`src/rtl/note_player.sv`:
```
// -----------------------------------------------------------------------------
// note_player
//
// Plays one note at a time for the song reader. A note index and a length in
// beats are latched on load_new_note; the note's phase step is fetched from an
// internal frequency ROM and a phase accumulator (10.12 fixed point) is
// advanced on every sample tick. The accumulator is shaped into a triangle
// wave. After the requested number of beats the block pulses done_with_note.
//
// Ports
//   clk                  : sole clock, rising edge
//   reset                : synchronous, active-high
//   play_enable          : 1 = running, 0 = paused (beats/samples frozen)
//   note_to_load[5:0]    : note index, 0 = rest (silence)
//   duration_to_load[5:0]: note length in beats
//   load_new_note        : one-cycle pulse, note/duration valid
//   beat                 : one-cycle tick, 48 per second
//   generate_next_sample : one-cycle sample-rate tick
//   done_with_note       : one-cycle pulse, note finished
//   sample_out[15:0]     : signed two's complement sample
//   new_sample_ready     : one-cycle pulse, sample_out updated this cycle
//   dbg_state_o[1:0]     : current FSM state (IDLE=0, LOAD=1, PLAYING=2, DONE=3)
//
// Handshake: all inputs and outputs named "pulse"/"tick" are single-cycle
// strobes with no back-pressure. load_new_note is only taken in IDLE and DONE;
// a pulse arriving in LOAD or PLAYING is dropped, so the song reader must wait
// for done_with_note before offering the next note.
// -----------------------------------------------------------------------------
module note_player #(
    parameter int PHASE_W = 22
) (
    input  logic        clk,
    input  logic        reset,
    input  logic        play_enable,
    input  logic [5:0]  note_to_load,
    input  logic [5:0]  duration_to_load,
    input  logic        load_new_note,
    input  logic        beat,
    input  logic        generate_next_sample,
    output logic        done_with_note,
    output logic [15:0] sample_out,
    output logic        new_sample_ready,
    output logic [1:0]  dbg_state_o
);

    typedef enum logic [1:0] {
        S_IDLE    = 2'd0,
        S_LOAD    = 2'd1,
        S_PLAYING = 2'd2,
        S_DONE    = 2'd3
    } state_e;

    state_e               state_q, state_d;
    logic [5:0]           note_q, note_d;
    logic [5:0]           dur_q, dur_d;
    logic [PHASE_W-1:0]   step_q, step_d;
    logic [5:0]           beats_q, beats_d;
    logic [PHASE_W-1:0]   phase_q, phase_d;
    logic [15:0]          sample_q, sample_d;
    logic                 ready_q, ready_d;

    // ------------------------------------------------------------------------
    // Frequency ROM. Equal-tempered scale starting at note 1 = 55 Hz with a
    // 48 kHz sample rate: step = f * 2^22 / 48000. One octave of base steps is
    // stored; each further octave doubles the step, so octave k is base << k.
    // ------------------------------------------------------------------------
    logic [5:0]           note_m1;
    logic [3:0]           semi;
    logic [2:0]           octave;
    logic [13:0]          base_step;
    logic [PHASE_W-1:0]   rom_step;

    always_comb begin
        note_m1 = note_q - 6'd1;
        semi    = 4'(note_m1 % 6'd12);
        octave  = 3'(note_m1 / 6'd12);
        case (semi)
            4'd0:    base_step = 14'd4806;
            4'd1:    base_step = 14'd5092;
            4'd2:    base_step = 14'd5395;
            4'd3:    base_step = 14'd5715;
            4'd4:    base_step = 14'd6055;
            4'd5:    base_step = 14'd6415;
            4'd6:    base_step = 14'd6797;
            4'd7:    base_step = 14'd7201;
            4'd8:    base_step = 14'd7629;
            4'd9:    base_step = 14'd8083;
            4'd10:   base_step = 14'd8563;
            4'd11:   base_step = 14'd9072;
            default: base_step = 14'd0;
        endcase
        if (note_q == 6'd0) begin
            rom_step = '0;
        end else begin
            rom_step = PHASE_W'(base_step) << octave;
        end
    end

    // ------------------------------------------------------------------------
    // Triangle shaper applied to the advanced phase, so the sample emitted for
    // a tick reflects the phase after that tick. Folding the top 16 phase bits
    // at the half-way point gives a 15-bit ramp up then down; doubling and
    // re-centring maps it onto -32768..32766. Overflow of the add is the
    // intended modular wrap.
    // ------------------------------------------------------------------------
    logic [PHASE_W-1:0]   phase_next;
    logic [15:0]          wave_p;
    logic [14:0]          wave_t;
    logic [15:0]          wave_s;

    always_comb begin
        phase_next = phase_q + step_q;
        wave_p     = phase_next[PHASE_W-1 -: 16];
        wave_t     = wave_p[15] ? ~wave_p[14:0] : wave_p[14:0];
        wave_s     = {wave_t, 1'b0} - 16'h8000;
    end

    // ------------------------------------------------------------------------
    // Next-state / datapath logic
    // ------------------------------------------------------------------------
    logic tick_ok;
    logic beat_ok;

    always_comb begin
        state_d        = state_q;
        note_d         = note_q;
        dur_d          = dur_q;
        step_d         = step_q;
        beats_d        = beats_q;
        phase_d        = phase_q;
        sample_d       = sample_q;
        ready_d        = 1'b0;
        done_with_note = 1'b0;
        tick_ok        = play_enable & generate_next_sample;
        beat_ok        = play_enable & beat;

        case (state_q)
            S_IDLE: begin
                if (load_new_note) begin
                    note_d  = note_to_load;
                    dur_d   = duration_to_load;
                    state_d = S_LOAD;
                end
            end

            // Single cycle: registers the ROM read for the latched note and
            // arms the beat counter. A zero-length note skips playback.
            S_LOAD: begin
                step_d  = rom_step;
                beats_d = dur_q;
                phase_d = '0;
                state_d = (dur_q == 6'd0) ? S_DONE : S_PLAYING;
            end

            // Beat and sample ticks are independent, so a final beat that
            // coincides with a sample tick still produces that sample.
            S_PLAYING: begin
                if (beat_ok) begin
                    beats_d = beats_q - 6'd1;
                    if (beats_q == 6'd1) begin
                        state_d = S_DONE;
                    end
                end
                if (tick_ok) begin
                    ready_d = 1'b1;
                    if (note_q == 6'd0) begin
                        sample_d = 16'd0;
                    end else begin
                        phase_d  = phase_next;
                        sample_d = wave_s;
                    end
                end
            end

            // Done pulses regardless; a new note offered here goes straight
            // to LOAD so back-to-back notes lose no cycle in IDLE.
            S_DONE: begin
                done_with_note = 1'b1;
                if (load_new_note) begin
                    note_d  = note_to_load;
                    dur_d   = duration_to_load;
                    state_d = S_LOAD;
                end else begin
                    state_d = S_IDLE;
                end
            end

            default: begin
                state_d = S_IDLE;
            end
        endcase
    end

    // ------------------------------------------------------------------------
    // State registers
    // ------------------------------------------------------------------------
    always_ff @(posedge clk) begin
        if (reset) begin
            state_q  <= S_IDLE;
            note_q   <= '0;
            dur_q    <= '0;
            step_q   <= '0;
            beats_q  <= '0;
            phase_q  <= '0;
            sample_q <= '0;
            ready_q  <= 1'b0;
        end else begin
            state_q  <= state_d;
            note_q   <= note_d;
            dur_q    <= dur_d;
            step_q   <= step_d;
            beats_q  <= beats_d;
            phase_q  <= phase_d;
            sample_q <= sample_d;
            ready_q  <= ready_d;
        end
    end

    assign sample_out       = sample_q;
    assign new_sample_ready = ready_q;
    assign dbg_state_o      = state_q;

endmodule

```
`config.mk`:
```
export PLATFORM = sky130hd
export DESIGN_NAME = note_player
export DESIGN_NICKNAME = d
export VERILOG_FILES = /design/src/rtl/note_player.sv
export SDC_FILE = /design/constraint.sdc
export NUM_CORES = 1
export LEC_CHECK = 0
export ABC_CLOCK_PERIOD_IN_PS = 11230
export CORE_UTILIZATION = 40
export DETAILED_ROUTE_END_ITERATION = 8
export PLACE_DENSITY = 0.55
export REMOVE_ABC_BUFFERS = 1
export SYNTH_ARGS = -nofsm -noshare
export SYNTH_HDL_FRONTEND = slang
export SYNTH_SLANG_ARGS = --single-unit
```
`constraint.sdc`:
```
create_clock -name clk -period 11.23 [get_ports clk]
set_input_delay 3.369 -clock clk [delete_from_list [all_inputs] [get_ports clk]]
set_output_delay 3.369 -clock clk [all_outputs]
set_load 0.005 [all_outputs]
```
==> metrics.md, run 1 <==
| Metric | Value |
|---|---|
| Status | finished, final reports clean |
| Kind of cell adding the most delay to the critical path | simple AND/OR/NAND/NOR gates |
| Dominant combinational cell family by area after synthesis | compound AO/OA/AOI/OAI gates |
| Worst hold path cell count | 2 |
| Number of antenna violations at the first check in global routing | 0 |
| Post-route design area | 0.00625 sq mm |
| Hold worst-path end | dur_q[0] |
| Data required time of the critical path | 11.46 ns |
| Maximum root-to-sink buffer count | 2 |
| Top Ports | 38 |
| Die area | 0.0142 sq mm |
| Worst path most repeated cell | sky130_fd_sc_hd__ha_1 |
| Setup skew after layout | 0.00657 ns |
| Post-synth EDFFs | 0 |
| Number of design rule violations left after detail routing | 0 |
| Height of the die | 119 um |
| Count of inserted antenna diode cells | 0 |
| Setup repair after global routing missed its margin | no |
| R2r setup slk | 5.38 ns |
| Multiplexer share of the synthesized area | 0.0155 |
| Final-layout fill cell count | 1342 |
| Clock root buffer | sky130_fd_sc_hd__clkbuf_16 |
| Primary FF master, synth | sky130_fd_sc_hd__dfxtp_1 |
| Start-to-end type of the worst setup path | reg2reg |
| Crit path capture type | flop |
| Syn Area/Cell | 7.96 sq um |
| Clk pin slew, worst setup/hold paths | 0.06 ns |
| Final Cycle Share | 0.521 |
| Final Max Tran Viols | 0 |
| Max transition margin | 0.286 |
| Post-DRT Antenna Nets | 0 |
| FF+latch count, synth | 79 |
| Max capacitance violation total | 0 |
| Slowest library cell on the worst path | sky130_fd_sc_hd__or3b_2 |
| Crit path arrival time | 6.08 ns |
| Largest fanout on the critical path | 25 |
| Worst R2R Path Depth | 20 |
| Via density per instance | 5.86 |
| Fraction of layout cells with a size suffix above 1 | 0.0681 |
| Count of nets after finishing | 755 |
| Min-delay src | dur_q[0] |
| Part of the Yosys area used for sequential elements | 0.289 |
| Routability-driven placement congestion ratio | 0.871 |
| Total clock buffers created by CTS | 9 |
| Area growth from synthesis to final layout | 14.1% |
| CTS hold repair buffers | 0 |
| Via count of the first global-routing pass | 4904 |
| Via count | 5162 |
| Startpoint of the worst-slack reg-to-reg timing path | note_q[0] |
| Clock sink count | 79 |
| Insertion delay of the later-clocked pin in the worst-skew pair | 0.34 ns |
| Total standard cell area after synthesis | 0.00548 sq mm |
| Worst R2R End | step_q[7] |
| Fraction of registers with async set/reset | 0 |
| Worst hold-check slack | 0.474 ns |
| FMAX | 0.171 GHz |
| Largest net degree at the start of global routing | 62 |
| Classification of the worst-slack hold path | reg2reg |
| Compound-Gate Fraction of Synth Area | 0.295 |
| Starting DRC count in detailed routing | 315 |
| Post_cts resized | 0 |
| Num rows | 42 |
| Gate count after technology mapping | 688 |
| Actual transition at the worst max-transition pin | 1.07 ns |
| Wire length of the first global-routing pass | 24600 um |
| Die Span X | 119 um |
| Clock period minus final worst setup slack | 5.85 ns |
| CTS tree | yes |
| Post-DP HPWL | 10600 um |
| Share of the synthesized area in the top cell type | 0.289 |
| Core area | 0.0133 sq mm |
| Delay contributed by the slowest stage of the critical path | 0.48 ns |
| Sum of negative setup slack | 0 ns |
| Endpoints failing setup | 0 |
| Effective utilization at floorplan | 0.412 |
| First-pass DRT Iterations | 4 |
| Synthesis warning total | 0 |
| Post-synthesis xor/xnor area fraction | 0.0591 |
| Count of unique library cells instantiated by Yosys | 75 |
| Aggregate global routing overflow | 0 |
| H-tree depth reported by CTS | 3 |
| Cell type with the largest total area after synthesis | sky130_fd_sc_hd__dfxtp_1 |
| Count of final hold-check violations | 0 |
| Most area-consuming cells after synthesis | sky130_fd_sc_hd__dfxtp_1 29%, sky130_fd_sc_hd__ha_1 8.2%, sky130_fd_sc_hd__a21oi_1 5.4% |
| Routed length per placed instance | 16.7 um |
| Sequence of cells on the critical path | buf_4, inv_1, ha_1, or3b_1, xnor2_1, ha_1, or4_4, mux2_2, nand2_1, a311oi_2, xnor2_1, ha_1, or3b_2, nor4_2, a2111oi_4, nor2_1, a211oi_1, a221o_1, o21a_1, a221o_1 |
| Simple-gate share of the synthesized area | 0.211 |
| GRT Resource Usage Total | 0.216 |
| Worst setup SP type | flop |
| Synthesized-area fraction occupied by adder cells | 0.0859 |
| Buffers added on ports | 36 |
| Buffers plus inverters on the worst setup path | 2 |
| Total routed wirelength | 14700 um |
| Standard cell area after detailed placement | 0.00594 sq mm |
| Setup repair bufs after CTS | 0 |
==> synth_stat cells, types with 6 or more instances <==
master and number:
sky130_fd_sc_hd__xor2_1 18, sky130_fd_sc_hd__a22o_1 18, sky130_fd_sc_hd__nand2b_1 9, sky130_fd_sc_hd__o211ai_1 15
sky130_fd_sc_hd__a22oi_1 24, sky130_fd_sc_hd__o21ai_0 30, sky130_fd_sc_hd__or3_1 8, sky130_fd_sc_hd__o21a_1 6
sky130_fd_sc_hd__a31oi_1 7, sky130_fd_sc_hd__inv_1 16, sky130_fd_sc_hd__clkbuf_1 30, sky130_fd_sc_hd__a21oi_1 59
sky130_fd_sc_hd__a21o_1 6, sky130_fd_sc_hd__xnor2_1 19, sky130_fd_sc_hd__nand3_1 22, sky130_fd_sc_hd__ha_1 36
sky130_fd_sc_hd__nand4_1 6, sky130_fd_sc_hd__nand2_1 68, sky130_fd_sc_hd__nor3_1 13, sky130_fd_sc_hd__nor2_1 73
sky130_fd_sc_hd__a211oi_1 12, sky130_fd_sc_hd__dfxtp_1 79
==> per-stage QoR <==
stage,setup WS [ns],util,cells
after floorplan,4.76,-,647
after detailed placement,5.43,0.447,865
after CTS,5.42,0.470,881
final,5.38,0.470,881
after global routing,4.91,0.470,881
after global placement,5.56,0.447,865
==> per-layer routing <==
layer / vias to the layer above / GRT usage / wire (um)
met5: - / 0 / 0
met4: 0 / 0.0696 / 233
met3: 13 / 0.0388 / 554
met2: 132 / 0.361 / 6950
met1: 2434 / 0.280 / 6970
li1: 2583 / - / -
==> layout make-up <==
class	instances	area (sq um)	area share
Clock buffer	10	229	0.0366
Inverter	17	63.8	0.0102
Sequential cell	79	1580	0.253
Multi-Input combinational cell	551	3670	0.587
Clock inverter	6	85.1	0.0136
Timing Repair Buffer	42	400	0.0640
Tap cell	176	220	0.0352
==> cell families after synthesis <==
group           count (synthesis)
compound gates                230
xor+xnor                       37
fa+ha+maj                      37
buf+inv                        58
flops                          79
mux                             7
other cells                     1
simple gates                  239
==> cell usage in the layout, fill, tap and decap left out, types with 5 or more instances in the layout <==
master                             n
sky130_fd_sc_hd__a22o_1           18
sky130_fd_sc_hd__a21oi_1          59
sky130_fd_sc_hd__clkbuf_16         9
sky130_fd_sc_hd__nand4_1           6
sky130_fd_sc_hd__a21o_1            6
sky130_fd_sc_hd__xnor2_1          19
sky130_fd_sc_hd__buf_4             6
sky130_fd_sc_hd__a22oi_1          24
sky130_fd_sc_hd__o21a_1            6
sky130_fd_sc_hd__nand3b_1          5
sky130_fd_sc_hd__a31oi_1           7
sky130_fd_sc_hd__dfxtp_1          79
sky130_fd_sc_hd__nor4_1            5
sky130_fd_sc_hd__clkdlybuf4s50_1  35
sky130_fd_sc_hd__a211oi_1         12
sky130_fd_sc_hd__nand2b_1          9
sky130_fd_sc_hd__o21ai_0          30
sky130_fd_sc_hd__xor2_1           17
sky130_fd_sc_hd__o211ai_1         15
sky130_fd_sc_hd__nor3_1           13
sky130_fd_sc_hd__nor2_1           73
sky130_fd_sc_hd__inv_1            16
sky130_fd_sc_hd__o221ai_1          5
sky130_fd_sc_hd__or3_1             8
sky130_fd_sc_hd__nand2_1          68
sky130_fd_sc_hd__nor2b_1           5
sky130_fd_sc_hd__ha_1             36
sky130_fd_sc_hd__nand3_1          22
==> state kept, by name, indices dropped and copies added (netlist names) <==
register and cells:
phase_q 22, dbg_state_o 2, new_sample_ready 1, step_q 21
sample_out 15, dur_q 6, note_q 6, beats_q 6
==> worst min-delay path, cell delays in order, from the launching register on <==
cell	delay, ns
sky130_fd_sc_hd__dfxtp_1	0.32
sky130_fd_sc_hd__nand2_1	0.05
sky130_fd_sc_hd__a21oi_1	0.05
==> how the worst max path moves through the flow <==
stage / from / endpoint / slack, ns / depth (start not counted)
floorplan: note_q[0] / step_q[7] / 4.76 / 18
global placement: note_q[0] / step_q[7] / 5.56 / 20
detailed placement: note_q[0] / step_q[7] / 5.43 / 20
CTS: note_q[0] / step_q[7] / 5.42 / 20
global route: note_q[0] / step_q[6] / 4.91 / 20
finish: note_q[0] / step_q[7] / 5.38 / 20
Power of run 1 is left out: the tool's default activity adds up to more than one toggle a clock period on the data nets, which glitch-free logic cannot reach.
==> run 2: changes to the inputs <==
- ABC_CLOCK_PERIOD_IN_PS: 11230 -> 4970
- PLACE_DENSITY: 0.55 -> 0.57
- clock period: 11.23 -> 4.97 ns (I/O delays scaled with it)
==> run 2 against run 1 <==
Global-route usage grew 0.35 points; final area grew 5.7%; utilization grew 2.7 points; count of clock-buffer cells in the layout grew 3; clock skew grew 0.00066 ns; maximum frequency grew 23%; wire length grew 2.1%; first-iteration DRC count grew 22%; register-to-register slack lost 5.2 ns.
==> metrics.md, run 2 (synthesis gave the netlist of run 1 again) <==
| Metric | Value |
|---|---|
| Final Cycle Share | 0.960 |
| Routability-driven placement congestion ratio | 0.900 |
| Die area | 0.0142 sq mm |
| Start-to-end type of the worst setup path | reg2reg |
| Count of inserted antenna diode cells | 0 |
| Via count | 5352 |
| Setup skew after layout | 0.00723 ns |
| Total clock buffers created by CTS | 9 |
| Number of design rule violations left after detail routing | 0 |
| Buffers added on ports | 36 |
| Count of nets after finishing | 790 |
| Clock period minus final worst setup slack | 4.77 ns |
| Effective utilization at floorplan | 0.412 |
| H-tree depth reported by CTS | 3 |
| Data required time of the critical path | 5.20 ns |
| Crit path arrival time | 5.00 ns |
| Hold worst-path end | sample_out[11] |
| Max capacitance violation total | 0 |
| Num rows | 42 |
| Min-delay src | sample_out[11] |
| Core area | 0.0133 sq mm |
| Number of antenna violations at the first check in global routing | 0 |
| Classification of the worst-slack hold path | reg2reg |
| Endpoints failing setup | 0 |
| Most common cell after layout, fill and taps aside | sky130_fd_sc_hd__dfxtp_1 |
| Maximum root-to-sink buffer count | 2 |
| Starting DRC count in detailed routing | 383 |
| Final standard cell utilization of the core | 0.497 |
| R2r setup slk | 0.20 ns |
| Total routed wirelength | 15000 um |
| Max transition margin | 0.364 |
| Worst hold path cell count | 1 |
| Wire length of the first global-routing pass | 25000 um |
| Post-DP HPWL | 11100 um |
| FMAX | 0.210 GHz |
| Clock sink count | 79 |
| Routed length per placed instance | 16.4 um |
| Aggregate global routing overflow | 0 |
| Via count of the first global-routing pass | 4999 |
| CTS hold repair buffers | 0 |
| Top Ports | 38 |
| First-pass DRT Iterations | 5 |
| Clk pin slew, worst setup/hold paths | 0.06 ns |
| Count of final hold-check violations | 0 |
| Via density per instance | 5.84 |
| Final Max Tran Viols | 0 |
| Area growth from synthesis to final layout | 20.7% |
| Status | finished, final reports clean |
| Startpoint of the worst-slack reg-to-reg timing path | note_q[0] |
| Max FFs per register | 22 |
| Crit path capture type | flop |
| Die Span X | 119 um |
| Fraction of layout cells with a size suffix above 1 | 0.130 |
| CTS tree | yes |
| Largest fanout on the critical path | 4 |
| Worst setup SP type | flop |
| Setup repair after global routing missed its margin | no |
| Insertion delay of the later-clocked pin in the worst-skew pair | 0.34 ns |
| Top library cells by usage in the layout, fill and taps aside | 79 x sky130_fd_sc_hd__dfxtp_1, 71 x sky130_fd_sc_hd__nor2_1, 66 x sky130_fd_sc_hd__nand2_1, 59 x sky130_fd_sc_hd__a21oi_1, 40 x sky130_fd_sc_hd__buf_4 |
| Final-layout fill cell count | 1297 |
| Worst R2R End | step_q[7] |
| Worst R2R Path Depth | 19 |
| Post-DRT Antenna Nets | 0 |
| GRT Resource Usage Total | 0.220 |
| Actual transition at the worst max-transition pin | 0.952 ns |
| Clock root buffer | sky130_fd_sc_hd__clkbuf_16 |
| Height of the die | 119 um |
| Largest net degree at the start of global routing | 27 |
| Top reg by flops | phase_q |
-- run 2: worst max path at each step --
| stage | start | to | slack, ns | cells past startpoint |
|---|---|---|---|---|
| floorplan | note_q[0] | step_q[7] | -1.50 | 18 |
| global placement | note_q[0] | step_q[7] | 0.04 | 19 |
| detailed placement | note_q[0] | step_q[7] | -0.1 | 19 |
| CTS | note_q[0] | step_q[7] | 0.009 | 20 |
| global route | note_q[0] | step_q[7] | 0.01 | 19 |
| finish | note_q[0] | step_q[7] | 0.20 | 19 |
-- run 2: final cells by class --
cell class,count,area [sq um],area share
clock buffer,13,260,0.0394
clock inverter,3,65.1,0.00984
inverter,17,63.8,0.00965
multi-input combinational,551,3750,0.568
sequential,79,1580,0.239
tap,176,220,0.0333
timing repair buffer,77,667,0.101
-- run 2: per-stage QoR --
stage,area [sq um],cells,hold slack (ns),TNS (ns),setup slack (ns)
6_report,6610,916,0.475,0,0.201
5_1_grt,6610,916,0.491,0,0.0133
4_1_cts,6530,915,0.476,0,0.00896
3_5_place_dp,6190,899,0.467,-0.376,-0.0987
3_3_place_gp,6190,899,0.461,0,0.0365
2_1_floorplan,5300,647,0.432,-23.66,-1.50
-- run 2: critical path, stage by stage, from the launching register on --
cell and delay (ns):
sky130_fd_sc_hd__dfxtp_1 0.31, sky130_fd_sc_hd__inv_1 0.08, sky130_fd_sc_hd__ha_2 0.18, sky130_fd_sc_hd__or3b_4 0.38, sky130_fd_sc_hd__xnor2_1 0.13, sky130_fd_sc_hd__ha_1 0.20, sky130_fd_sc_hd__or4_4 0.42, sky130_fd_sc_hd__mux2_2 0.30
sky130_fd_sc_hd__nand2_2 0.07, sky130_fd_sc_hd__a311oi_2 0.05, sky130_fd_sc_hd__xnor2_1 0.17, sky130_fd_sc_hd__ha_2 0.21, sky130_fd_sc_hd__or3b_4 0.40, sky130_fd_sc_hd__nor4_4 0.40, sky130_fd_sc_hd__a2111o_1 0.18, sky130_fd_sc_hd__a21oi_2 0.09
sky130_fd_sc_hd__a21o_1 0.18, sky130_fd_sc_hd__a221o_1 0.38, sky130_fd_sc_hd__o21a_1 0.19, sky130_fd_sc_hd__a221o_1 0.33
-- run 2: per-layer routing --
| layer | part of all wire | vias up | global-route usage |
|---|---|---|---|
| met3 | 0.042 | 15 | 0.0388 |
| met1 | 0.47 | 2538 | 0.289 |
| met5 | 0 | - | 0 |
| met4 | 0.014 | 0 | 0.0641 |
| met2 | 0.47 | 144 | 0.364 |
| li1 | - | 2655 | - |
-- run 2: what timing repair did --
item	in CTS	in global routing
buffers inserted	0	1
endpoints found under the setup margin	9	21
gates resized for setup	3	19
gates cloned	0	0
pin swaps	0	7
Power of run 2 is left out for the same reason.
==> run 3: changes to the inputs <==
- CELL_PAD_IN_SITES_DETAIL_PLACEMENT: default -> 2
- CELL_PAD_IN_SITES_GLOBAL_PLACEMENT: default -> 2
- CORE_UTILIZATION: 40 -> 32
- PLACE_DENSITY: 0.57 -> 0.73
==> run 3 against run 2 <==
Hold slack gained 0.0044 ns; die area rose by 25%; setup slack worse by 0.17 ns; count of clock-buffer cells in the layout is 3 lower; sequential share of layout area fell by 0.90 points; critical endpoint unchanged; highest routed layer unchanged.
==> metrics.md, run 3 (synthesis gave the netlist of run 1 again) <==
| Metric | Value |
|---|---|
| Max capacitance violation total | 0 |
| Routability-driven placement congestion ratio | 0.817 |
| Clock period minus final worst setup slack | 4.94 ns |
| Count of nets after finishing | 808 |
| Area growth from synthesis to final layout | 25.5% |
| Setup repair after global routing missed its margin | yes |
| Total routed wirelength | 20700 um |
| Clk pin slew, worst setup/hold paths | 0.07 ns |
| Top reg by flops | phase_q |
| Worst hold-check slack | 0.480 ns |
| Insertion delay of the later-clocked pin in the worst-skew pair | 0.35 ns |
| Setup skew after layout | 0.00792 ns |
| Status | finished, final reports clean |
| Top Ports | 38 |
| Crit path arrival time | 5.17 ns |
| Clock sink count | 79 |
| Largest fanout on the critical path | 7 |
| Classification of the worst-slack hold path | reg2reg |
| Actual transition at the worst max-transition pin | 1.00 ns |
| Height of the die | 133 um |
| Post-DP HPWL | 14200 um |
| Most common cell after layout, fill and taps aside | sky130_fd_sc_hd__dfxtp_1 |
| Count of inserted antenna diode cells | 0 |
| Die area | 0.0176 sq mm |
| Total clock buffers created by CTS | 9 |
| Max FFs per register | 22 |
| Worst hold path cell count | 1 |
| Maximum root-to-sink buffer count | 2 |
| Wire length of the first global-routing pass | 32300 um |
| Aggregate global routing overflow | 0 |
| Count of final hold-check violations | 0 |
| Via count | 5720 |
| Post-route design area | 0.00688 sq mm |
| Standard cell area after detailed placement | 0.00624 sq mm |
| Max transition margin | 0.329 |
| FMAX | 0.203 GHz |
| CTS tree | yes |
| Start-to-end type of the worst setup path | reg2reg |
| Starting DRC count in detailed routing | 252 |
| Data required time of the critical path | 5.20 ns |
| Core area | 0.0166 sq mm |
| Buffers added on ports | 36 |
| Clock root buffer | sky130_fd_sc_hd__clkbuf_16 |
| Worst setup SP type | flop |
| Crit path capture type | flop |
| Top library cells by usage in the layout, fill and taps aside | 78 x sky130_fd_sc_hd__dfxtp_1, 71 x sky130_fd_sc_hd__nor2_1, 67 x sky130_fd_sc_hd__nand2_1, 58 x sky130_fd_sc_hd__a21oi_1, 54 x sky130_fd_sc_hd__buf_4 |
| Final Cycle Share | 0.994 |
| Post-DRT Antenna Nets | 0 |
| Via density per instance | 5.85 |
| Worst R2R Path Depth | 23 |
| H-tree depth reported by CTS | 3 |
| Sum of negative setup slack | 0 ns |
| Effective utilization at floorplan | 0.329 |
| Number of antenna violations at the first check in global routing | 0 |
| First-pass DRT Iterations | 4 |
| Die Span X | 133 um |
| PnR worst setup slack | 0.0319 ns |
| GRT Resource Usage Total | 0.229 |
| Routed length per placed instance | 21.2 um |
| Fraction of layout cells with a size suffix above 1 | 0.161 |
| Final Max Tran Viols | 0 |
| Endpoints failing setup | 0 |
| Via count of the first global-routing pass | 6204 |
| Place WS | -0.327 ns |
| Final-layout fill cell count | 1860 |
| Largest net degree at the start of global routing | 35 |
| Num rows | 47 |
| Number of design rule violations left after detail routing | 0 |
run 3: cell types whose count changed in the layout (fill, tap and decap cells not counted), sizes merged:
cell / change
clkinv: +1
clkbuf: -3
clkinvlp: +1
inv: +2
bufinv: -1
nor3: +1
buf: +17
run 3: cell type report:
cell class              count  area, sq um  area share
multi-input cells         552         3850       0.560
flip-flops and latches     79         1580       0.230
repair buffers             94          806       0.117
well taps                 220          275      0.0400
clock buffers              10          229      0.0333
clock inverters             6         68.8      0.0100
inverters                  17         63.8     0.00928
run 3: metal layers:
metal | track usage | part of all wire | wire [um]
met1 | 0.276 | 0.43 | 8910
met2 | 0.414 | 0.51 | 10600
met3 | 0.0368 | 0.038 | 783
met4 | 0.0683 | 0.021 | 442
met5 | 0 | 0 | 0
run 3: critical path, stage by stage, from the launching register on:
cell and delay [ns]:
sky130_fd_sc_hd__dfxtp_2 0.32, sky130_fd_sc_hd__inv_2 0.07, sky130_fd_sc_hd__ha_4 0.14, sky130_fd_sc_hd__or3b_4 0.39, sky130_fd_sc_hd__xnor2_2 0.15, sky130_fd_sc_hd__ha_2 0.20, sky130_fd_sc_hd__buf_4 0.14, sky130_fd_sc_hd__nand2b_1 0.17
sky130_fd_sc_hd__o21a_1 0.20, sky130_fd_sc_hd__nand2_4 0.09, sky130_fd_sc_hd__a311oi_4 0.29, sky130_fd_sc_hd__xnor2_1 0.15, sky130_fd_sc_hd__ha_2 0.24, sky130_fd_sc_hd__nor2_4 0.14, sky130_fd_sc_hd__buf_6 0.13, sky130_fd_sc_hd__nand3_4 0.08
sky130_fd_sc_hd__nor4_4 0.32, sky130_fd_sc_hd__a221o_1 0.32, sky130_fd_sc_hd__nor2_4 0.06, sky130_fd_sc_hd__buf_6 0.15, sky130_fd_sc_hd__a21o_1 0.18, sky130_fd_sc_hd__a221o_1 0.37, sky130_fd_sc_hd__o21a_1 0.21, sky130_fd_sc_hd__a221o_1 0.33
run 3: what timing repair did:
action                     in CTS  in global routing
resized for setup               8                 32
pin swaps                       1                 13
setup buffers                   3                 17
hold buffers                    0                  0
gates cloned                    0                  1
setup endpoints to repair      14                 18
run 3: path summary, 6_finish.rpt:
path | start | end | slack [ns]
setup reg to reg | note_q[1] | step_q[7] | 0.03
hold reg to reg | sample_out[15] | sample_out[15] | 0.48
setup / recovery | note_q[1] | step_q[7] | 0.03
hold / removal | sample_out[15] | sample_out[15] | 0.48
run 3: metrics by stage:
stage / utilization / cells
4_1_cts: 0.396 / 960
2_1_floorplan: - / 647
3_5_place_dp: 0.375 / 941
3_3_place_gp: 0.375 / 941
5_1_grt: 0.413 / 978
6_report: 0.413 / 978
Power of run 3 is left out for the same reason.
